--- src/rtl/runahead_replay_queue.sv ---
// Purpose: FIFO of instructions captured during normal fetch, replayed in order into the runahead mux input.
// Latency: ReplayStart in cycle N presents the head entry in cycle N+1; 1 instruction/cycle while not stalled.
// Backpressure: IssueStall freezes the presented entry; CaptureReady drops when full or while replaying.
module runahead_replay_queue #(
  parameter int DEPTH   = 8,
  parameter int INSTR_W = 16,
  localparam int ADDR_W = $clog2(DEPTH)
) (
  input  logic               clk,
  input  logic               sync_rst,
  input  logic               Flush,
  input  logic               CaptureValid,
  input  logic [INSTR_W-1:0] CaptureInstruction,
  output logic               CaptureReady,
  input  logic               ReplayStart,
  input  logic               IssueStall,
  output logic               RunaheadInstructionValid,
  output logic [INSTR_W-1:0] RunaheadInstruction,
  output logic               Replaying,
  output logic [ADDR_W:0]    Count
);

  typedef enum logic {CAPTURE = 1'b0, REPLAY = 1'b1} state_t;

  localparam logic [ADDR_W:0] FULL = (ADDR_W + 1)'(DEPTH);
  localparam logic [ADDR_W:0] ONE  = (ADDR_W + 1)'(1);

  state_t             state;
  state_t             state_nxt;
  logic [INSTR_W-1:0] mem [DEPTH];
  logic [ADDR_W-1:0]  rd_ptr;
  logic [ADDR_W-1:0]  wr_ptr;
  logic [ADDR_W:0]    cnt;
  logic               cap_fire;
  logic               pop;

  // Handshake qualifiers; a capture offered alongside Flush is dropped.
  assign cap_fire = CaptureValid && CaptureReady && !Flush;
  assign pop      = RunaheadInstructionValid && !IssueStall;

  // State register.
  always_ff @(posedge clk) begin
    if (sync_rst) begin
      state <= CAPTURE;
    end else begin
      state <= state_nxt;
    end
  end

  // Next-state: start replay if anything is (or is becoming) queued; leave after the last pop.
  always_comb begin
    state_nxt = state;
    if (Flush) begin
      state_nxt = CAPTURE;
    end else begin
      case (state)
        CAPTURE: if (ReplayStart && (cnt != '0 || cap_fire)) state_nxt = REPLAY;
        REPLAY:  if (cnt == '0 || (pop && cnt == ONE))       state_nxt = CAPTURE;
        default: state_nxt = CAPTURE;
      endcase
    end
  end

  // Outputs decoded from registered state and occupancy only.
  always_comb begin
    CaptureReady             = (state == CAPTURE) && (cnt != FULL);
    RunaheadInstructionValid = (state == REPLAY) && (cnt != '0);
    Replaying                = (state == REPLAY);
    RunaheadInstruction      = mem[rd_ptr];
    Count                    = cnt;
  end

  // Pointers and occupancy; captures and pops never coincide since they belong to different states.
  always_ff @(posedge clk) begin
    if (sync_rst || Flush) begin
      rd_ptr <= '0;
      wr_ptr <= '0;
      cnt    <= '0;
    end else begin
      if (cap_fire) begin
        wr_ptr <= wr_ptr + 1'b1;
      end
      if (pop) begin
        rd_ptr <= rd_ptr + 1'b1;
      end
      if (cap_fire) begin
        cnt <= cnt + 1'b1;
      end else if (pop) begin
        cnt <= cnt - 1'b1;
      end
    end
  end

  // Entry storage; deliberately not reset.
  always_ff @(posedge clk) begin
    if (!sync_rst && cap_fire) begin
      mem[wr_ptr] <= CaptureInstruction;
    end
  end

endmodule
--- config.mk ---
export PLATFORM = sky130hd
export DESIGN_NAME = runahead_replay_queue
export DESIGN_NICKNAME = d
export VERILOG_FILES = /design/src/rtl/runahead_replay_queue.sv
export SDC_FILE = /design/constraint.sdc
export NUM_CORES = 1
export LEC_CHECK = 0
export CORE_MARGIN = 2
export CORE_UTILIZATION = 52
export CTS_CLUSTER_DIAMETER = 200
export CTS_CLUSTER_SIZE = 24
export DETAILED_ROUTE_END_ITERATION = 6
export GPL_ROUTABILITY_DRIVEN = 0
export HOLD_SLACK_MARGIN = 0.12
export PLACE_DENSITY_LB_ADDON = 0.12
export REMOVE_ABC_BUFFERS = 1
export SETUP_SLACK_MARGIN = 0.1
export SYNTH_ARGS = -nofsm -noshare
export SYNTH_HDL_FRONTEND = slang
export SYNTH_SLANG_ARGS = --single-unit
--- constraint.sdc ---
create_clock -name clk -period 4.25 [get_ports clk]
set_clock_uncertainty 0.15 [all_clocks]
set_input_delay 1.275 -clock clk [delete_from_list [all_inputs] [get_ports clk]]
set_output_delay 1.275 -clock clk [all_outputs]
set_load 0.01 [all_outputs]
== After elaboration in Yosys (flattened, before gate mapping) ==
Memory sizes are Yosys's and may differ from the RTL's. A register that Yosys moved wholly into a read port is not among the register bits.
Index checks and enable logic that the tools add are counted.

* Bits in registers: 11
* Bits in writable memories: 128
* Output and inout bits: 23
* Word-level logic and storage cells: 39
* Memories kept: 1

{| class="wikitable"
|+ Memories
! name !! depth !! width !! rd ports !! clocked after memory_dff !! write ports !! line !! source
|-
| mem || 8 || 16 || 1 || 1 || 1 || 30 || <nowiki>logic [INSTR_W-1:0] mem [DEPTH];</nowiki>
|}

* Add/subtract/negate cells: 4
* Equal/unequal tests: 2
* Muxes and demuxes: 9
* Bitwise logic cells: 1
* Reduce and logical (&&, ||, !) cells: 18

{| class="wikitable"
|+ Operators with widths
! kind !! count
|-
| logical AND 1 bit || 8
|-
| two-way mux 4 bit || 2
|-
| adder 3 x 1 -> 3 bit (second input constant) || 2
|-
| two-way mux 3 bit || 2
|-
| adder 4 x 1 -> 4 bit (second input constant) || 1
|-
| == test 4 x 1 -> 1 bit (second input constant) || 1
|-
| logical NOT 4 bit || 1
|-
| two-way mux 1 bit || 4
|-
| inequality test 4 bit (second input constant) || 1
|-
| nonzero test 4 bit || 1
|-
| subtractor 4 x 1 -> 4 bit (second input constant) || 1
|-
| logical NOT 1 bit || 3
|-
| logical OR 1 bit || 3
|-
| one-hot mux 1 bit (2 select lines) || 1
|-
| nonzero test 2 bit || 1
|-
| OR reduction 2 bit || 1
|-
| NOT 1 bit || 1
|}

== Logic depth before layout (Yosys ltp) ==
* Depth in word-level cells: 8
* Mapped depth: 7
* Mapped depth without buffers: 6

== Least setup slack after synthesis ==
Ideal clock, no wire load.

* Kind: input -> register
* Start: in Flush
* End: mem mem[1][0] (enable)
* Arrival: 3590 ps
* Data required time: 3670 ps
* Slack: 79 ps
* Stages: 5
* Buffers on the path: 1
* Cell sequence: nor3b_1 -> and2_1 -> buf_2 -> nand2_1 -> nor4_1

* Cells in the longest elaborated chain, start to end: 5

{| class="wikitable"
|+ RTL lines
! item !! line !! source
|-
| start: declaration || 11 || <nowiki>input logic Flush,</nowiki>
|-
| logical NOT 1 bit || 38 || <nowiki>assign cap_fire = CaptureValid && CaptureReady && !Flush;</nowiki>
|-
| logical AND 1 bit || 38 ||
|-
| logical AND 1 bit || 96 || <nowiki>if (!sync_rst && cap_fire) begin</nowiki>
|-
| two-way mux 1 bit || 96 ||
|-
| two-way mux 1 bit (not written as such) || 97 || <nowiki>mem[wr_ptr] <= CaptureInstruction;</nowiki>
|-
| end: declaration || 30 ||
|}

Every way passes these cells.

==> impl_metrics.csv <==
group,metric,value,unit
logic_synthesis,yosys.area_share.simple,0.0412,
worst_setup_path,end_kind,"output pin",
power_and_ir_drop,combPwrFrac,0.024,
cts,cts_made_buffers,17,
drt,wl_per_cell,20.2,um
power_and_ir_drop,swShare,0.185,
global_route,grt_pass1_wl,15400,um
worst_setup_path,worstPathArrival,2540,ps
cells_and_area,final_common_cell,"edfxtp_1",
cells_and_area,fill_cells,750,
die,pin_count,45,
global_route,grt_overflow,0,
logic_synthesis,synthAdderAreaFrac,0.0111,
timing,fin_tns_setup,0,ps
logic_synthesis,muxShareOfSynthArea,0.182,
cells_and_area,drive_above_1_share,0.203,
drt,drt-initial-drc-count,124,
cells_and_area,mostFrequentLayoutCells,"edfxtp_1 (128), clkdlybuf4s50_1 (44), mux4_1 (28)",
power_and_ir_drop,p_switching,0.567,mW
die,die_y,108,um
power_and_ir_drop,clockPowerShare,0.477,
cells_and_area,nets,370,
run_status,run_status,"complete, no violations",
worst_setup_path,reg2regPathDepth,7,
worst_setup_path,crit_type,"flip-flop to output pin",
power_and_ir_drop,p_leak,2.29,nW
worst_setup_path,cp-start-kind,"flip-flop",
cts,clkSlewWorstSetupHoldPaths,60,ps
power_and_ir_drop,irDropWorstVdd,0.317,mV
global_route,grt_max_degree,33,
logic_synthesis,netlist_instances,275,
cts,post_cts_buffers,0,
logic_synthesis,synth_seq_cells,142,
cts,cts_hold_buf,0,
timing,worst-slew-pin-transition,454,ps
die,coreArea,10700,sq um
cells_and_area,regArea,4120,sq um
logic_synthesis,synth_xor_area_frac,0.00465,
cells_and_area,multi_input_area,1450,sq um
place,post_dp_cell_area,6330,sq um
power_and_ir_drop,power.density,444,nW/um^2
logic_synthesis,synth_cell_types,37,
cells_and_area,finish.instance_area,6920,sq um
timing,fin_ws,281,ps
cts,clk_latency,510,ps
timing,min_period,3970,ps
logic_synthesis,synth_compound_area_frac,0.0159,
cells_and_area,area_growth,22.4,%
global_route,antenna_found_initial,0,
logic_synthesis,avgSynthCellArea,20.6,sq um
power_and_ir_drop,power_frac_seq,0.498,
timing,report.final.slew_viol_count,0,
place,place_ws,619,ps
logic_synthesis,async_flop_share,0,
cts,cts_sinks,142,
global_route,grtUsageTotal,0.188,
logic_synthesis,synth_top_family_by_area,"multiplexers",
cts,htree_levels,4,
job,drv_cap,0,
die,die-width,108,um
timing,rsz0062_at_grt,"no",
drt,totalWireLength,10000,um
timing,maxSlewHeadroom,0.697,
place,dp_hpwl,6010,um
worst_setup_path,r2r-end,"mem[1][5]",
cells_and_area,diodes,0,
min_path,whs_path_depth,2,
timing,setup_viol_count_final,0,
global_route,grt_pass1_vias,2753,
logic_synthesis,synth-edff-count,128,
cts,cts-resized-gates,0,
drt,antenna_left,0,
drt,drc_errors,0,
worst_setup_path,rrSetupSlack,1800,ps
power_and_ir_drop,p_int,2.50,mW
logic_synthesis,yosys_most_used_dff,"edfxtp_1",
drt,vias,2791,
drt,viasPerCell,5.64,
die,die-area,11700,sq um
die,start_util,0.528,
cts,cts_tree,"done",
place,io_buffers,44,
drt,drt-pass1-iter-count,4,
worst_setup_path,worstPathRequired,2820,ps
logic_synthesis,synth.yosys.seq_area_share,0.730,
cts,root_buffer,"clkbuf_8",
logic_synthesis,synth_area,5650,sq um
timing,finalCritPeriodShare,0.934,
worst_setup_path,reg2reg_from,"Count[0]",
die,rows,38,
worst_setup_path,endpoint,"RunaheadInstruction[6]",
timing,hold_viol_final,0,
worst_setup_path,critical_path_peak_fanout,16,
cts,cts_buffer_depth,2,
logic_synthesis,yosys_warnings,0,
timing,fmax,0.252,GHz
min_path,hold_path.class,"flip-flop to flip-flop",
==> worst min-delay path by stage <==
| stage | start | end | slack [ps] |
|---|---|---|---|
| after floorplan | wr_ptr[0] | wr_ptr[0] | 310 |
| after global placement | wr_ptr[0] | wr_ptr[0] | 340 |
| after detailed placement | wr_ptr[0] | wr_ptr[0] | 350 |
| after CTS | wr_ptr[0] | wr_ptr[0] | 360 |
| after global routing | wr_ptr[0] | wr_ptr[0] | 390 |
| final | wr_ptr[0] | wr_ptr[0] | 350 |
==> cell type report <==
type	count	area share
clock buffer	17	0.0599
timing repair buffer	61	0.0821
inverter	3	0.00163
sequential	142	0.596
tap	140	0.0253
clock inverter	14	0.0253
multi-input combinational	118	0.210
==> flip-flops by register name, summed over array words and instances (netlist names), named ones only <==
register,cells
rd_ptr,3
mem,128
wr_ptr,3
Count,4
Replaying,1
==> worst max-delay path: stages, from the launching register on <==
cell and delay, ps:
dfxtp_1 340, buf_4 300, mux4_1 610, mux2_2 290, clkdlybuf4s50_1 480
==> logic make-up after synthesis <==
kind of cell | after synthesis
flops | 142
mux | 50
buf+inv | 15
fa+ha+maj | 5
simple gates | 46
xor+xnor | 3
compound gates | 14
==> routing by layer <==
layer	vias to the layer above	GRT usage	wire, um
met5	-	0	0
met2	54	0.290	4970
li1	1282	-	-
met4	0	0.0714	102
met1	1448	0.261	4580
met3	7	0.0488	361
==> cells in the mapped netlist, types with 2 or more instances <==
library cell	count	area, sq um
a21oi_1	7	35.0
and2_1	3	18.8
buf_1	2	7.51
buf_2	2	10.0
buf_6	4	45.0
clkbuf_1	3	11.3
dfxtp_1	14	280
edfxtp_1	128	3840
ha_1	5	62.6
inv_1	3	11.3
mux2_2	16	180
mux2i_1	2	20.0
mux4_1	28	736
mux4_2	4	90.1
nand2_1	9	33.8
nand3_1	2	10.0
nand3b_1	3	22.5
nor2_1	16	60.1
nor2b_1	3	18.8
nor3_1	2	10.0
nor4_1	2	12.5
xor2_1	2	17.5
==> through the flow <==
| step | utilization | hold slack, ps | instances | power, mW |
|---|---|---|---|---|
| 4_1_cts | 0.647 | 362 | 495 | 3.10 |
| 6_report | 0.647 | 354 | 495 | 3.07 |
| 5_1_grt | 0.647 | 392 | 495 | 3.16 |
| 3_3_place_gp | 0.592 | 344 | 464 | 1.63 |
| 3_5_place_dp | 0.592 | 349 | 464 | 1.63 |
| 2_1_floorplan | - | 312 | 263 | 1.58 |
==> power groups by stage <==
stage	combinational (mW)	sequential [mW]	clock, mW
4_1_cts	0.0752	1.53	1.49
3_5_place_dp	0.0750	1.56	0
6_report	0.0744	1.53	1.47
2_1_floorplan	0.0235	1.56	0
3_3_place_gp	0.0728	1.56	0
5_1_grt	0.0807	1.53	1.55
Power figures use the tool's default switching activity.
